--- config.mk ---
export PLATFORM = sky130hd
export DESIGN_NAME = uart_cnt_ctrl_flat
export DESIGN_NICKNAME = d
export VERILOG_FILES = /design/src/rtl/uart_cnt_pkg.sv /design/src/rtl/uart_cnt_ctrl_if.sv /design/src/rtl/uart_cnt_ctrl_report_tx_seq.sv /design/src/rtl/uart_cnt_ctrl.sv /design/src/flat_wrapper.sv
export SDC_FILE = /design/constraint.sdc
export NUM_CORES = 1
export LEC_CHECK = 0
export CAP_MARGIN = 40
export CORE_MARGIN = 2
export CORE_UTILIZATION = 45
export DETAILED_ROUTE_END_ITERATION = 7
export HOLD_SLACK_MARGIN = 0.08
export PLACE_DENSITY = 0.82
export SLEW_MARGIN = 10
export SYNTH_ARGS = -nofsm -noshare
export SYNTH_HDL_FRONTEND = slang
export SYNTH_SLANG_ARGS = --single-unit
--- constraint.sdc ---
create_clock -name clk -period 4.9 [get_ports clk]
set_clock_uncertainty 0.05 [all_clocks]
set_input_delay 0.98 -clock clk [delete_from_list [all_inputs] [get_ports clk]]
set_output_delay 0.98 -clock clk [all_outputs]
set_load 0.02 [all_outputs]
--- src/rtl/uart_cnt_pkg.sv ---
// Shared encodings for the UART-controlled counter: command bytes, report framing
// and the state encodings of the control and report FSMs.
package uart_cnt_pkg;

    localparam logic [7:0] CMD_RUN    = 8'h72;  // 'r' toggle run
    localparam logic [7:0] CMD_STOP   = 8'h73;  // 's'
    localparam logic [7:0] CMD_CLEAR  = 8'h63;  // 'c'
    localparam logic [7:0] CMD_QUERY  = 8'h71;  // 'q'

    localparam logic [7:0] ASCII_ZERO = 8'h30;
    localparam logic [7:0] CHAR_CR    = 8'h0D;
    localparam logic [7:0] CHAR_LF    = 8'h0A;

    // Index of the final byte of a report: 4 digits, CR, LF.
    localparam logic [2:0] REPORT_LAST_IDX = 3'd5;

    typedef enum logic [1:0] {
        CTRL_STOP  = 2'd0,
        CTRL_RUN   = 2'd1,
        CTRL_CLEAR = 2'd2
    } ctrl_state_t;

    typedef enum logic [1:0] {
        RPT_IDLE = 2'd0,
        RPT_SEND = 2'd1,
        RPT_WAIT = 2'd2
    } rpt_state_t;

    function automatic logic is_cmd(input logic [7:0] b);
        return (b == CMD_RUN) || (b == CMD_STOP) || (b == CMD_CLEAR) || (b == CMD_QUERY);
    endfunction

    function automatic logic [7:0] report_byte(input logic [15:0] bcd, input logic [2:0] idx);
        logic [7:0] b;
        case (idx)
            3'd0:    b = ASCII_ZERO + {4'h0, bcd[15:12]};
            3'd1:    b = ASCII_ZERO + {4'h0, bcd[11:8]};
            3'd2:    b = ASCII_ZERO + {4'h0, bcd[7:4]};
            3'd3:    b = ASCII_ZERO + {4'h0, bcd[3:0]};
            3'd4:    b = CHAR_CR;
            default: b = CHAR_LF;
        endcase
        return b;
    endfunction

endpackage

--- src/rtl/uart_cnt_ctrl_if.sv ---
// Byte-level link between the counter controller and its UART receiver/transmitter.
// master = controller side, slave = UART side.
interface uart_cnt_ctrl_if;
    logic [7:0] i_rx_data;
    logic       i_rx_valid;
    logic       i_tx_busy;
    logic [7:0] o_tx_data;
    logic       o_tx_start;

    modport master (input  i_rx_data, i_rx_valid, i_tx_busy, output o_tx_data, o_tx_start);
    modport slave  (output i_rx_data, i_rx_valid, i_tx_busy, input  o_tx_data, o_tx_start);
endinterface

--- src/rtl/uart_cnt_ctrl_report_tx_seq.sv ---
// Report sequencer: snapshots the BCD count on start and streams four ASCII digits,
// CR and LF to the UART transmitter, one start pulse per byte.
module report_tx_seq
    import uart_cnt_pkg::*;
(
    input  logic        clk,
    input  logic        reset_n,
    input  logic        start,
    input  logic [15:0] count_bcd,
    input  logic        tx_busy,
    output logic        tx_start,
    output logic [7:0]  tx_data,
    output logic        idle
);

    rpt_state_t  state, state_nxt;
    logic [15:0] snap, snap_nxt;
    logic [2:0]  idx, idx_nxt;
    logic        first, first_nxt;

    // NOTE: clocked processes use non-blocking assignments so every register samples pre-edge values.
    always_ff @(posedge clk or negedge reset_n) begin
        if (!reset_n) begin
            state <= RPT_IDLE;
            snap  <= '0;
            idx   <= '0;
            first <= 1'b0;
        end else begin
            state <= state_nxt;
            snap  <= snap_nxt;
            idx   <= idx_nxt;
            first <= first_nxt;
        end
    end

    // NOTE: every combinational output is defaulted first so no latch can be inferred.
    always_comb begin
        state_nxt = state;
        snap_nxt  = snap;
        idx_nxt   = idx;
        first_nxt = first;
        tx_start  = 1'b0;
        case (state)
            RPT_IDLE: begin
                if (start) begin
                    snap_nxt  = count_bcd;
                    idx_nxt   = '0;
                    state_nxt = RPT_SEND;
                end
            end
            RPT_SEND: begin
                if (!tx_busy) begin
                    tx_start  = 1'b1;
                    first_nxt = 1'b1;
                    state_nxt = RPT_WAIT;
                end
            end
            RPT_WAIT: begin
                // Busy may lag the start pulse by a cycle, so the first WAIT cycle is blind.
                if (first) begin
                    first_nxt = 1'b0;
                end else if (!tx_busy) begin
                    if (idx == REPORT_LAST_IDX) begin
                        state_nxt = RPT_IDLE;
                    end else begin
                        idx_nxt   = idx + 3'd1;
                        state_nxt = RPT_SEND;
                    end
                end
            end
            default: state_nxt = RPT_IDLE;
        endcase
    end

    assign tx_data = tx_start ? report_byte(snap, idx) : 8'h00;
    assign idle    = (state == RPT_IDLE);

endmodule

--- src/rtl/uart_cnt_ctrl.sv ---
// Counter controller: arbitrates buttons against UART commands (with a one-byte
// pending slot), runs the STOP/RUN/CLEAR control FSM and launches status reports.
module uart_cnt_ctrl
    import uart_cnt_pkg::*;
(
    input  logic                   clk,
    input  logic                   reset_n,
    input  logic                   btn_run,
    input  logic                   btn_clr,
    input  logic [15:0]            i_count_bcd,
    uart_cnt_ctrl_if.master        uart,
    output logic                   o_run_on,
    output logic                   o_clr_on,
    output logic                   o_err
);

    ctrl_state_t state, state_nxt;
    logic        pend_valid, pend_valid_nxt;
    logic [7:0]  pend_byte, pend_byte_nxt;
    logic        cmd_valid;
    logic [7:0]  cmd;
    logic        btn_evt, rx_ok, rx_bad, drop, cmd_err;
    logic        q_req, rpt_idle, rpt_start, err_nxt;
    logic        tx_start;
    logic [7:0]  tx_data;

    assign btn_evt = btn_run | btn_clr;
    assign rx_ok   = uart.i_rx_valid &  is_cmd(uart.i_rx_data);
    assign rx_bad  = uart.i_rx_valid & ~is_cmd(uart.i_rx_data);

    // Buttons win the cycle; a colliding command waits one slot, a second one is dropped.
    always_comb begin
        cmd_valid      = 1'b0;
        cmd            = pend_byte;
        pend_valid_nxt = pend_valid;
        pend_byte_nxt  = pend_byte;
        drop           = 1'b0;
        if (btn_evt) begin
            if (rx_ok) begin
                if (pend_valid) begin
                    drop = 1'b1;
                end else begin
                    pend_valid_nxt = 1'b1;
                    pend_byte_nxt  = uart.i_rx_data;
                end
            end
        end else if (pend_valid) begin
            cmd_valid      = 1'b1;
            pend_valid_nxt = 1'b0;
            drop           = rx_ok;
        end else if (rx_ok) begin
            cmd_valid = 1'b1;
            cmd       = uart.i_rx_data;
        end
    end

    always_comb begin
        state_nxt = state;
        cmd_err   = 1'b0;
        case (state)
            CTRL_STOP: begin
                if (btn_run)                                state_nxt = CTRL_RUN;
                else if (btn_clr)                           state_nxt = CTRL_CLEAR;
                else if (cmd_valid && cmd == CMD_RUN)       state_nxt = CTRL_RUN;
                else if (cmd_valid && cmd == CMD_CLEAR)     state_nxt = CTRL_CLEAR;
            end
            CTRL_RUN: begin
                if (btn_run) begin
                    state_nxt = CTRL_STOP;
                end else if (cmd_valid) begin
                    if (cmd == CMD_RUN || cmd == CMD_STOP)  state_nxt = CTRL_STOP;
                    else if (cmd == CMD_CLEAR)              cmd_err   = 1'b1;
                end
            end
            CTRL_CLEAR: begin
                if (!btn_clr)                               state_nxt = CTRL_STOP;
                if (cmd_valid && cmd != CMD_QUERY)          cmd_err   = 1'b1;
            end
            default: state_nxt = CTRL_STOP;
        endcase
    end

    assign q_req     = cmd_valid && (cmd == CMD_QUERY);
    assign rpt_start = q_req && rpt_idle;
    assign err_nxt   = rx_bad | drop | cmd_err | (q_req & ~rpt_idle);

    // NOTE: the pending data byte is reset along with its valid flag so reset leaves no stale command.
    always_ff @(posedge clk or negedge reset_n) begin
        if (!reset_n) begin
            state      <= CTRL_STOP;
            pend_valid <= 1'b0;
            pend_byte  <= '0;
            o_run_on   <= 1'b0;
            o_clr_on   <= 1'b0;
            o_err      <= 1'b0;
        end else begin
            state      <= state_nxt;
            pend_valid <= pend_valid_nxt;
            pend_byte  <= pend_byte_nxt;
            o_run_on   <= (state_nxt == CTRL_RUN);
            o_clr_on   <= (state_nxt == CTRL_CLEAR);
            o_err      <= err_nxt;
        end
    end

    report_tx_seq u_report (
        .clk       (clk),
        .reset_n   (reset_n),
        .start     (rpt_start),
        .count_bcd (i_count_bcd),
        .tx_busy   (uart.i_tx_busy),
        .tx_start  (tx_start),
        .tx_data   (tx_data),
        .idle      (rpt_idle)
    );

    assign uart.o_tx_start = tx_start;
    assign uart.o_tx_data  = tx_data;

endmodule

--- src/flat_wrapper.sv ---
// flat-port wrapper written by rule: the top's interface ports become plain ports
module uart_cnt_ctrl_flat import uart_cnt_pkg::*;
  (clk, reset_n, btn_run, btn_clr, i_count_bcd, o_run_on, o_clr_on, o_err, uart_i_rx_data, uart_i_rx_valid, uart_i_tx_busy, uart_o_tx_data, uart_o_tx_start);
  uart_cnt_ctrl_if uart_i ();
  input  logic clk;
  input  logic reset_n;
  input  logic btn_run;
  input  logic btn_clr;
  input  logic [15:0] i_count_bcd;
  output logic o_run_on;
  output logic o_clr_on;
  output logic o_err;
  input wire logic [$bits(uart_i.i_rx_data)-1:0] uart_i_rx_data;
  input wire logic [$bits(uart_i.i_rx_valid)-1:0] uart_i_rx_valid;
  input wire logic [$bits(uart_i.i_tx_busy)-1:0] uart_i_tx_busy;
  output wire logic [$bits(uart_i.o_tx_data)-1:0] uart_o_tx_data;
  output wire logic [$bits(uart_i.o_tx_start)-1:0] uart_o_tx_start;
  assign uart_i.i_rx_data = uart_i_rx_data;
  assign uart_i.i_rx_valid = uart_i_rx_valid;
  assign uart_i.i_tx_busy = uart_i_tx_busy;
  assign uart_o_tx_data = uart_i.o_tx_data;
  assign uart_o_tx_start = uart_i.o_tx_start;
  uart_cnt_ctrl u_core (.clk(clk), .reset_n(reset_n), .btn_run(btn_run), .btn_clr(btn_clr), .i_count_bcd(i_count_bcd), .uart(uart_i), .o_run_on(o_run_on), .o_clr_on(o_clr_on), .o_err(o_err));
endmodule
==> reports/qor.csv, run 1 <==
stage,metric,value,unit
clock_network,Max Buffers Root-to-Sink,2,
placement,number of port buffers,39,
sta,Slew headroom,57.8,%
finish,antenna cells,0,
pwr,relative contribution of the clock network to total power,28.9,%
route,via total after detailed routing,1584,
pwr,share of total power consumed by net switching,29.0,%
critical_path,terminus of the critical flop-to-flop path,u_core.u_report.snap[14],
sta,Post-Route Hold Slack,0.416,ns
yosys,portion of the post-synthesis area used by sequential elements,42.2,%
sta,slew of the pin with the lowest slew margin,0.632,ns
route,wire length per cell,14.1,um
global_route,global-route congestion overflow total,0,
finish,fraction of the core area covered by cells at the end of the flow,56.5,%
yosys,Synth Register Bits,36,
sta,share of the clock period used by the worst path after layout,80.7,%
yosys,number of distinct library cell variants in the gate-level netlist after synthesis,51,
die,Total Die Area,5310,um2
sta,setup TNS,0,ns
yosys,"top cells by area, synth","sky130_fd_sc_hd__dfrtp_1 42%, sky130_fd_sc_hd__mux2_4 7.7%, sky130_fd_sc_hd__ha_1 5.3%",
critical_path,startpoint of the most critical setup path,uart_i_tx_busy,
die,height of the die,72.9,um
sta,count of final setup violators,0,
die,Horiz. Die Dim,72.9,um
die,number of ports placed on the die boundary,42,
sta,final number of hold-violating endpoints,0,
finish,final instance area,2640,um2
yosys,share of the synthesized area in the top cell type,42.2,%
clock_network,Post-CTS Repair Setup Buffers,0,
critical_path,Critical Path Sink Type,primary output,
critical_path,minimum setup slack among reg-to-reg paths,2.71,ns
die,Initial Utilization,45.8,%
yosys,number of warnings reported in the yosys synthesis log,0,
sta,maximum frequency from static timing analysis,0.253,GHz
placement,area after detailed placement,2550,um2
route,number of design rule violations left after detail routing,0,
route,detailed-route vias per instance,5.37,
route,iteration count of the initial detailed-routing pass,4,
sta,setup repair after global routing missed its margin,false,
clock_network,clock tree from TritonCTS,yes,
yosys,library cell occupying the most area in the post-synthesis netlist,sky130_fd_sc_hd__dfrtp_1,
clock_network,total number of clock tree sinks,36,
route,routed wire length,4160,um
flow_run,Max-cap violations,0,
clock_network,total clock buffers created by CTS,5,
yosys,top cell types by occurrence after synthesis,"36 x sky130_fd_sc_hd__dfrtp_1, 21 x sky130_fd_sc_hd__nand2_1, 13 x sky130_fd_sc_hd__nor2_1",
critical_path,data arrival time at the worst-slack endpoint,2.92,ns
critical_path,worst setup path endpoint,uart_o_tx_data[2],
yosys,cell area after technology mapping,2140,um2
yosys,Synth Instances,200,
min_path,worst hold-check path type,register to register,
pwr,Int Power,0.504,mW
critical_path,FF-to-FF path depth,6,
pwr,share of total power in sequential cells,47.0,%
critical_path,required time worst endpoint,3.87,ns
placement,post-detailed-placement half-perimeter wirelength,3130,um
clock_network,H-tree levels,2,
pwr,worst ir drop on vdd,0.143,mV
global_route,vias in the first global route,1546,
clock_network,clock transition at the register clock pins on the worst setup and hold paths after CTS,0.07,ns
global_route,initial antenna violation count,0,
yosys,mean cell area of the mapped netlist,10.7,um2
route,DRC violation total after the first TritonRoute iteration,70,
global_route,pin count of the biggest net entering global routing,37,
global_route,first-pass GRT wire length,7040,um
clock_network,clk_lat worst skew,0.29,ns
critical_path,critical path start-end classification,input port to primary output,
finish,post-layout net count,279,
clock_network,cts-stage hold buffer count,0,
finish,Synth-to-Final Area Change,23.4,%
critical_path,critical path startpoint category,input port,
pwr,part of the total power dissipated in combinational logic,24.1,%
die,standard cell core area,4660,um2
placement,final estimated routing congestion in global placement,0.915,
yosys,most used flip-flop cell after synthesis,sky130_fd_sc_hd__dfrtp_1,
die,Rows,25,
yosys,ys async rst share,100,%
critical_path,startpoint of the worst register-to-register path,u_core.pend_valid,
yosys,Post-synth EDFFs,0,
finish,share of layout cells above drive strength 1,17.4,%
sta,clock period minus worst slack,3.95,ns
pwr,leakage component of the power,1.21,nW
clock_network,CTS resizes,0,
pwr,pwr dens,269,nW/um2
yosys,most frequent cell after synthesis,sky130_fd_sc_hd__dfrtp_1,
pwr,post-layout power,0.710,mW
global_route,aggregate global-route resource usage,17.0,%
pwr,Psw,0.206,mW
sta,Final Max Slew Viols,0,
status,outcome,finished clean,
critical_path,worst-path fanout max,6,
clock_network,clock tree root buffer cell,sky130_fd_sc_hd__clkbuf_8,
route,residual antenna-violating net count after detailed routing,0,
## flip-flops by register name (all words and copies together), names as in the netlist
name and count:
u_core.u_report.first 1, u_core.state 2, u_core.o_run_on 1, u_core.u_report.idx 3, u_core.u_report.state 2, u_core.pend_byte 8, u_core.o_err 1, u_core.u_report.snap 16
u_core.pend_valid 1, u_core.o_clr_on 1
## per-stage QoR
stage                     std cells  setup WS [ns]
after floorplan                 201           1.57
after global placement          287          0.942
after detailed placement        287          0.929
after CTS                       295          0.935
after global routing            295          0.791
final                           295          0.946
## kinds of logic after synthesis
kind of cell	count (synthesis)	synth area share (%)
AND/OR/NAND/NOR	70	19.2
multiplexers	24	14.4
buffers and inverters	16	4.10
AO/OA/AOI/OAI	44	14.7
adder cells (fa/ha/maj)	9	5.27
other	1	0.176
flip-flops	36	42.2
## power by group through the flow
stage               logic, mW  clock network (mW)  registers, mW
floorplan              0.0968                   0          0.346
global placement        0.167                   0          0.339
global route            0.187               0.222          0.337
detailed placement      0.170                   0          0.339
finish                  0.171               0.205          0.334
CTS                     0.171               0.211          0.333
## routing by layer
| metal | wire length, um | up-vias | global-route usage, % |
|---|---|---|---|
| li1 | - | 789 | - |
| met2 | 2050 | 33 | 26.8 |
| met1 | 1930 | 756 | 22.8 |
| met4 | 65 | 0 | 5.97 |
| met5 | 0 | - | 0 |
| met3 | 119 | 6 | 4.01 |
## how the worst min path moves through the flow
stage	from	end	slack (ns)	depth (start not counted)
2_1_floorplan	u_core.pend_byte[5]	u_core.pend_byte[5]	0.38	1
3_3_place_gp	u_core.pend_byte[5]	u_core.pend_byte[5]	0.39	1
3_5_place_dp	u_core.pend_byte[5]	u_core.pend_byte[5]	0.40	1
4_1_cts	u_core.pend_byte[5]	u_core.pend_byte[5]	0.42	1
5_1_grt	u_core.pend_byte[6]	u_core.pend_byte[6]	0.44	1
6_report	u_core.pend_byte[5]	u_core.pend_byte[5]	0.42	1
## worst max-delay path, stage by stage
cell and delay [ns]:
sky130_fd_sc_hd__clkdlybuf4s50_1 0.46, sky130_fd_sc_hd__nor3b_1 0.55, sky130_fd_sc_hd__nand2_1 0.14, sky130_fd_sc_hd__a31oi_1 0.17, sky130_fd_sc_hd__clkdlybuf4s50_1 0.63
## placed cells by master (no fill, tap or decap), types with 2 or more instances in the layout
cell                              netlist  routed
sky130_fd_sc_hd__nand3_1                5       5
sky130_fd_sc_hd__o21ai_0               12      12
sky130_fd_sc_hd__inv_1                  8       8
sky130_fd_sc_hd__a31oi_1                4       4
sky130_fd_sc_hd__dfrtp_1               36      36
sky130_fd_sc_hd__mux2_2                 9       9
sky130_fd_sc_hd__mux2i_1                4       4
sky130_fd_sc_hd__a21o_1                 2       2
sky130_fd_sc_hd__nand3b_1               2       2
sky130_fd_sc_hd__a21oi_1                3       3
sky130_fd_sc_hd__nand2b_1               2       2
sky130_fd_sc_hd__ha_1                   9       9
sky130_fd_sc_hd__o21a_1                 3       3
sky130_fd_sc_hd__conb_1                 1       2
sky130_fd_sc_hd__and2_1                 6       6
sky130_fd_sc_hd__or4b_1                 2       2
sky130_fd_sc_hd__a21oi_2                2       2
sky130_fd_sc_hd__clkbuf_8               0       5
sky130_fd_sc_hd__nand4b_1               2       2
sky130_fd_sc_hd__a22oi_1                2       2
sky130_fd_sc_hd__clkinv_2               0       2
sky130_fd_sc_hd__mux2_4                11      11
sky130_fd_sc_hd__nor2_1                13      13
sky130_fd_sc_hd__nor3b_1                3       3
sky130_fd_sc_hd__a22o_1                 6       6
sky130_fd_sc_hd__nand2_1               21      21
sky130_fd_sc_hd__clkdlybuf4s50_1        0      39
## cell type report
| type | instances | area, um2 |
|---|---|---|
| clock buffer | 5 | 68.8 |
| clock inverter | 3 | 18.8 |
| fill | 389 | 2030 |
| inverter | 8 | 30.0 |
| multi-input combinational | 149 | 1150 |
| sequential | 36 | 901 |
| tap | 54 | 67.6 |
| timing repair buffer | 40 | 398 |
No activity file was read; power rests on OpenSTA's default activity.
==> run 2, diff against run 1 <==
- clock period: 4.9 -> 4.1 ns (I/O delays scaled with it)
==> run 2 against run 1 <==
  * Via count increased by 1.1%
  * Sequential power is 19% higher
  * Critical path depth unchanged
  * Design area increased by 0.76%
  * Flip-flop and latch count unchanged
  * Count of clock-buffer cells in the layout grew 1
  * Critical endpoint unchanged
  * Die area unchanged
  * Power increased by 28%
  * Utilization rose by 0.43 points
  * Critical path type unchanged
  * Worst setup slack got worse by 0.55 ns
  * Combinational power grew 20%
  * Non-clock buffer count unchanged
==> reports/qor.csv, run 2 (synthesis results as in run 1) <==
stage,metric,value,unit
status,outcome,finished clean,
placement,pre-CTS worst setup slack,0.402,ns
global_route,first-pass GRT wire length,6980,um
sta,Post-Route Hold Slack,0.418,ns
placement,Cells after DPL,287,
route,via total after detailed routing,1601,
die,height of the die,72.9,um
clock_network,clock tree root buffer cell,sky130_fd_sc_hd__clkbuf_8,
die,Rows,25,
min_path,worst hold start,u_core.pend_byte[6],
clock_network,cts-stage hold buffer count,0,
placement,final estimated routing congestion in global placement,0.896,
sta,clock period minus worst slack,3.70,ns
critical_path,buffer and inverter count on the worst path,2,
die,Initial Utilization,45.8,%
sta,setup repair after global routing missed its margin,false,
die,number of ports placed on the die boundary,42,
route,routed wire length,4220,um
critical_path,minimum setup slack among reg-to-reg paths,1.92,ns
sta,post-route setup slack,0.398,ns
clock_network,Post-CTS Repair Setup Buffers,0,
critical_path,most frequent cell on the critical path,sky130_fd_sc_hd__clkdlybuf4s50_1,
finish,most used cells in the layout excluding fill and tap cells,"39 x sky130_fd_sc_hd__clkdlybuf4s50_1, 36 x sky130_fd_sc_hd__dfrtp_1, 21 x sky130_fd_sc_hd__nand2_1",
sta,maximum frequency from static timing analysis,0.270,GHz
pwr,worst ir drop on vdd,0.183,mV
finish,"most common cell after layout, fill and taps aside",sky130_fd_sc_hd__clkdlybuf4s50_1,
route,number of design rule violations left after detail routing,0,
clock_network,Max Buffers Root-to-Sink,2,
sta,count of final setup violators,0,
critical_path,data arrival time at the worst-slack endpoint,2.83,ns
sta,share of the clock period used by the worst path after layout,90.3,%
min_path,Min-Delay Endpoint,u_core.pend_byte[6],
clock_network,total clock buffers created by CTS,5,
clock_network,clock transition at the register clock pins on the worst setup and hold paths after CTS,0.06,ns
pwr,pwr dens,341,nW/um2
clock_network,total number of clock tree sinks,36,
finish,fraction of the core area covered by cells at the end of the flow,57.0,%
critical_path,Critical Path Sink Type,primary output,
route,residual antenna-violating net count after detailed routing,0,
finish,Synth-to-Final Area Change,24.3,%
route,wire length per cell,14.3,um
sta,Final Max Slew Viols,0,
route,iteration count of the initial detailed-routing pass,4,
critical_path,sequence of cells on the critical path,clkdlybuf4s50_1 -> nor3b_1 -> nand2_1 -> a31oi_1 -> clkdlybuf4s50_1,
finish,number of flip-flops in the largest register,16,
finish,register bank with the most flops,u_core.u_report.snap,
route,DRC violation total after the first TritonRoute iteration,83,
global_route,aggregate global-route resource usage,16.7,%
critical_path,FF-to-FF path depth,6,
pwr,leakage component of the power,1.22,nW
finish,final instance area,2660,um2
die,Horiz. Die Dim,72.9,um
finish,share of layout cells above drive strength 1,17.0,%
global_route,global-route congestion overflow total,0,
placement,area after detailed placement,2550,um2
clock_network,CTS resizes,0,
finish,largest registers ranked by flip-flop count,"u_core.u_report.snap (16), u_core.pend_byte (8), u_core.u_report.idx (3)",
route,detailed-route vias per instance,5.43,
finish,Layout Cells excl Fill,295,
placement,post-detailed-placement half-perimeter wirelength,3070,um
critical_path,required time worst endpoint,3.23,ns
global_route,initial antenna violation count,0,
global_route,pin count of the biggest net entering global routing,37,
sta,Slew headroom,56.0,%
die,standard cell core area,4660,um2
pwr,post-layout power,0.906,mW
critical_path,Crit path largest cell delay,0.63,ns
clock_network,clock tree from TritonCTS,yes,
finish,post-layout net count,279,
flow_run,Max-cap violations,0,
critical_path,Critical Path Slowest Stage Cell,sky130_fd_sc_hd__clkdlybuf4s50_1,
critical_path,critical path start-end classification,input port to primary output,
critical_path,critical path startpoint category,input port,
critical_path,kind of cell adding the most delay to the critical path,buffers and inverters,
clock_network,clk_lat worst skew,0.28,ns
die,Total Die Area,5310,um2
placement,number of port buffers,39,
sta,final number of hold-violating endpoints,0,
finish,antenna cells,0,
min_path,worst hold-check path type,register to register,
min_path,count of cells along the worst hold path,1,
sta,setup TNS,0,ns
critical_path,worst-path fanout max,6,
sta,slew of the pin with the lowest slew margin,0.659,ns
global_route,vias in the first global route,1542,
clock_network,H-tree levels,2,
critical_path,terminus of the critical flop-to-flop path,u_core.u_report.snap[13],
critical_path,startpoint of the worst register-to-register path,u_core.pend_valid,
[run 2: cell count changes in the layout (fill, tap and decap cells not counted)]
cell and delta:
sky130_fd_sc_hd__bufinv_16 +1, sky130_fd_sc_hd__clkbuf_1 +1, sky130_fd_sc_hd__clkinv_2 -1, sky130_fd_sc_hd__clkinv_4 -1
[run 2: worst max path at each step]
stage / slack (ns) / end / from / cells past startpoint
global placement: 0.47 / uart_o_tx_data[0] / uart_i_tx_busy / 5
global route: 0.31 / uart_o_tx_data[2] / uart_i_tx_busy / 5
finish: 0.40 / uart_o_tx_data[2] / uart_i_tx_busy / 5
detailed placement: 0.40 / uart_o_tx_data[2] / uart_i_tx_busy / 5
floorplan: 1.09 / uart_o_tx_data[0] / uart_i_tx_busy / 3
CTS: 0.41 / uart_o_tx_data[2] / uart_i_tx_busy / 5
[run 2: metal layers]
layer / up-vias / wire [um] / track usage (%)
li1: 787 / - / -
met1: 780 / 1950 / 22.3
met2: 27 / 2100 / 27.2
met3: 7 / 108 / 3.31
met4: 0 / 66 / 5.56
met5: - / 0 / 0
[run 2: area by class of cell]
class	count	area (um2)
Fill cell	391	2010
Multi-Input combinational cell	149	1150
Clock buffer	6	72.6
Clock inverter	2	35.0
Tap cell	54	67.6
Sequential cell	36	901
Timing Repair Buffer	40	398
Inverter	8	30.0
[run 2: power by group]
group	switching, mW	total (mW)	internal (mW)
Combinational	0.101	0.205	0.104
Clock	0.122	0.303	0.180
Sequential	0.0176	0.398	0.380
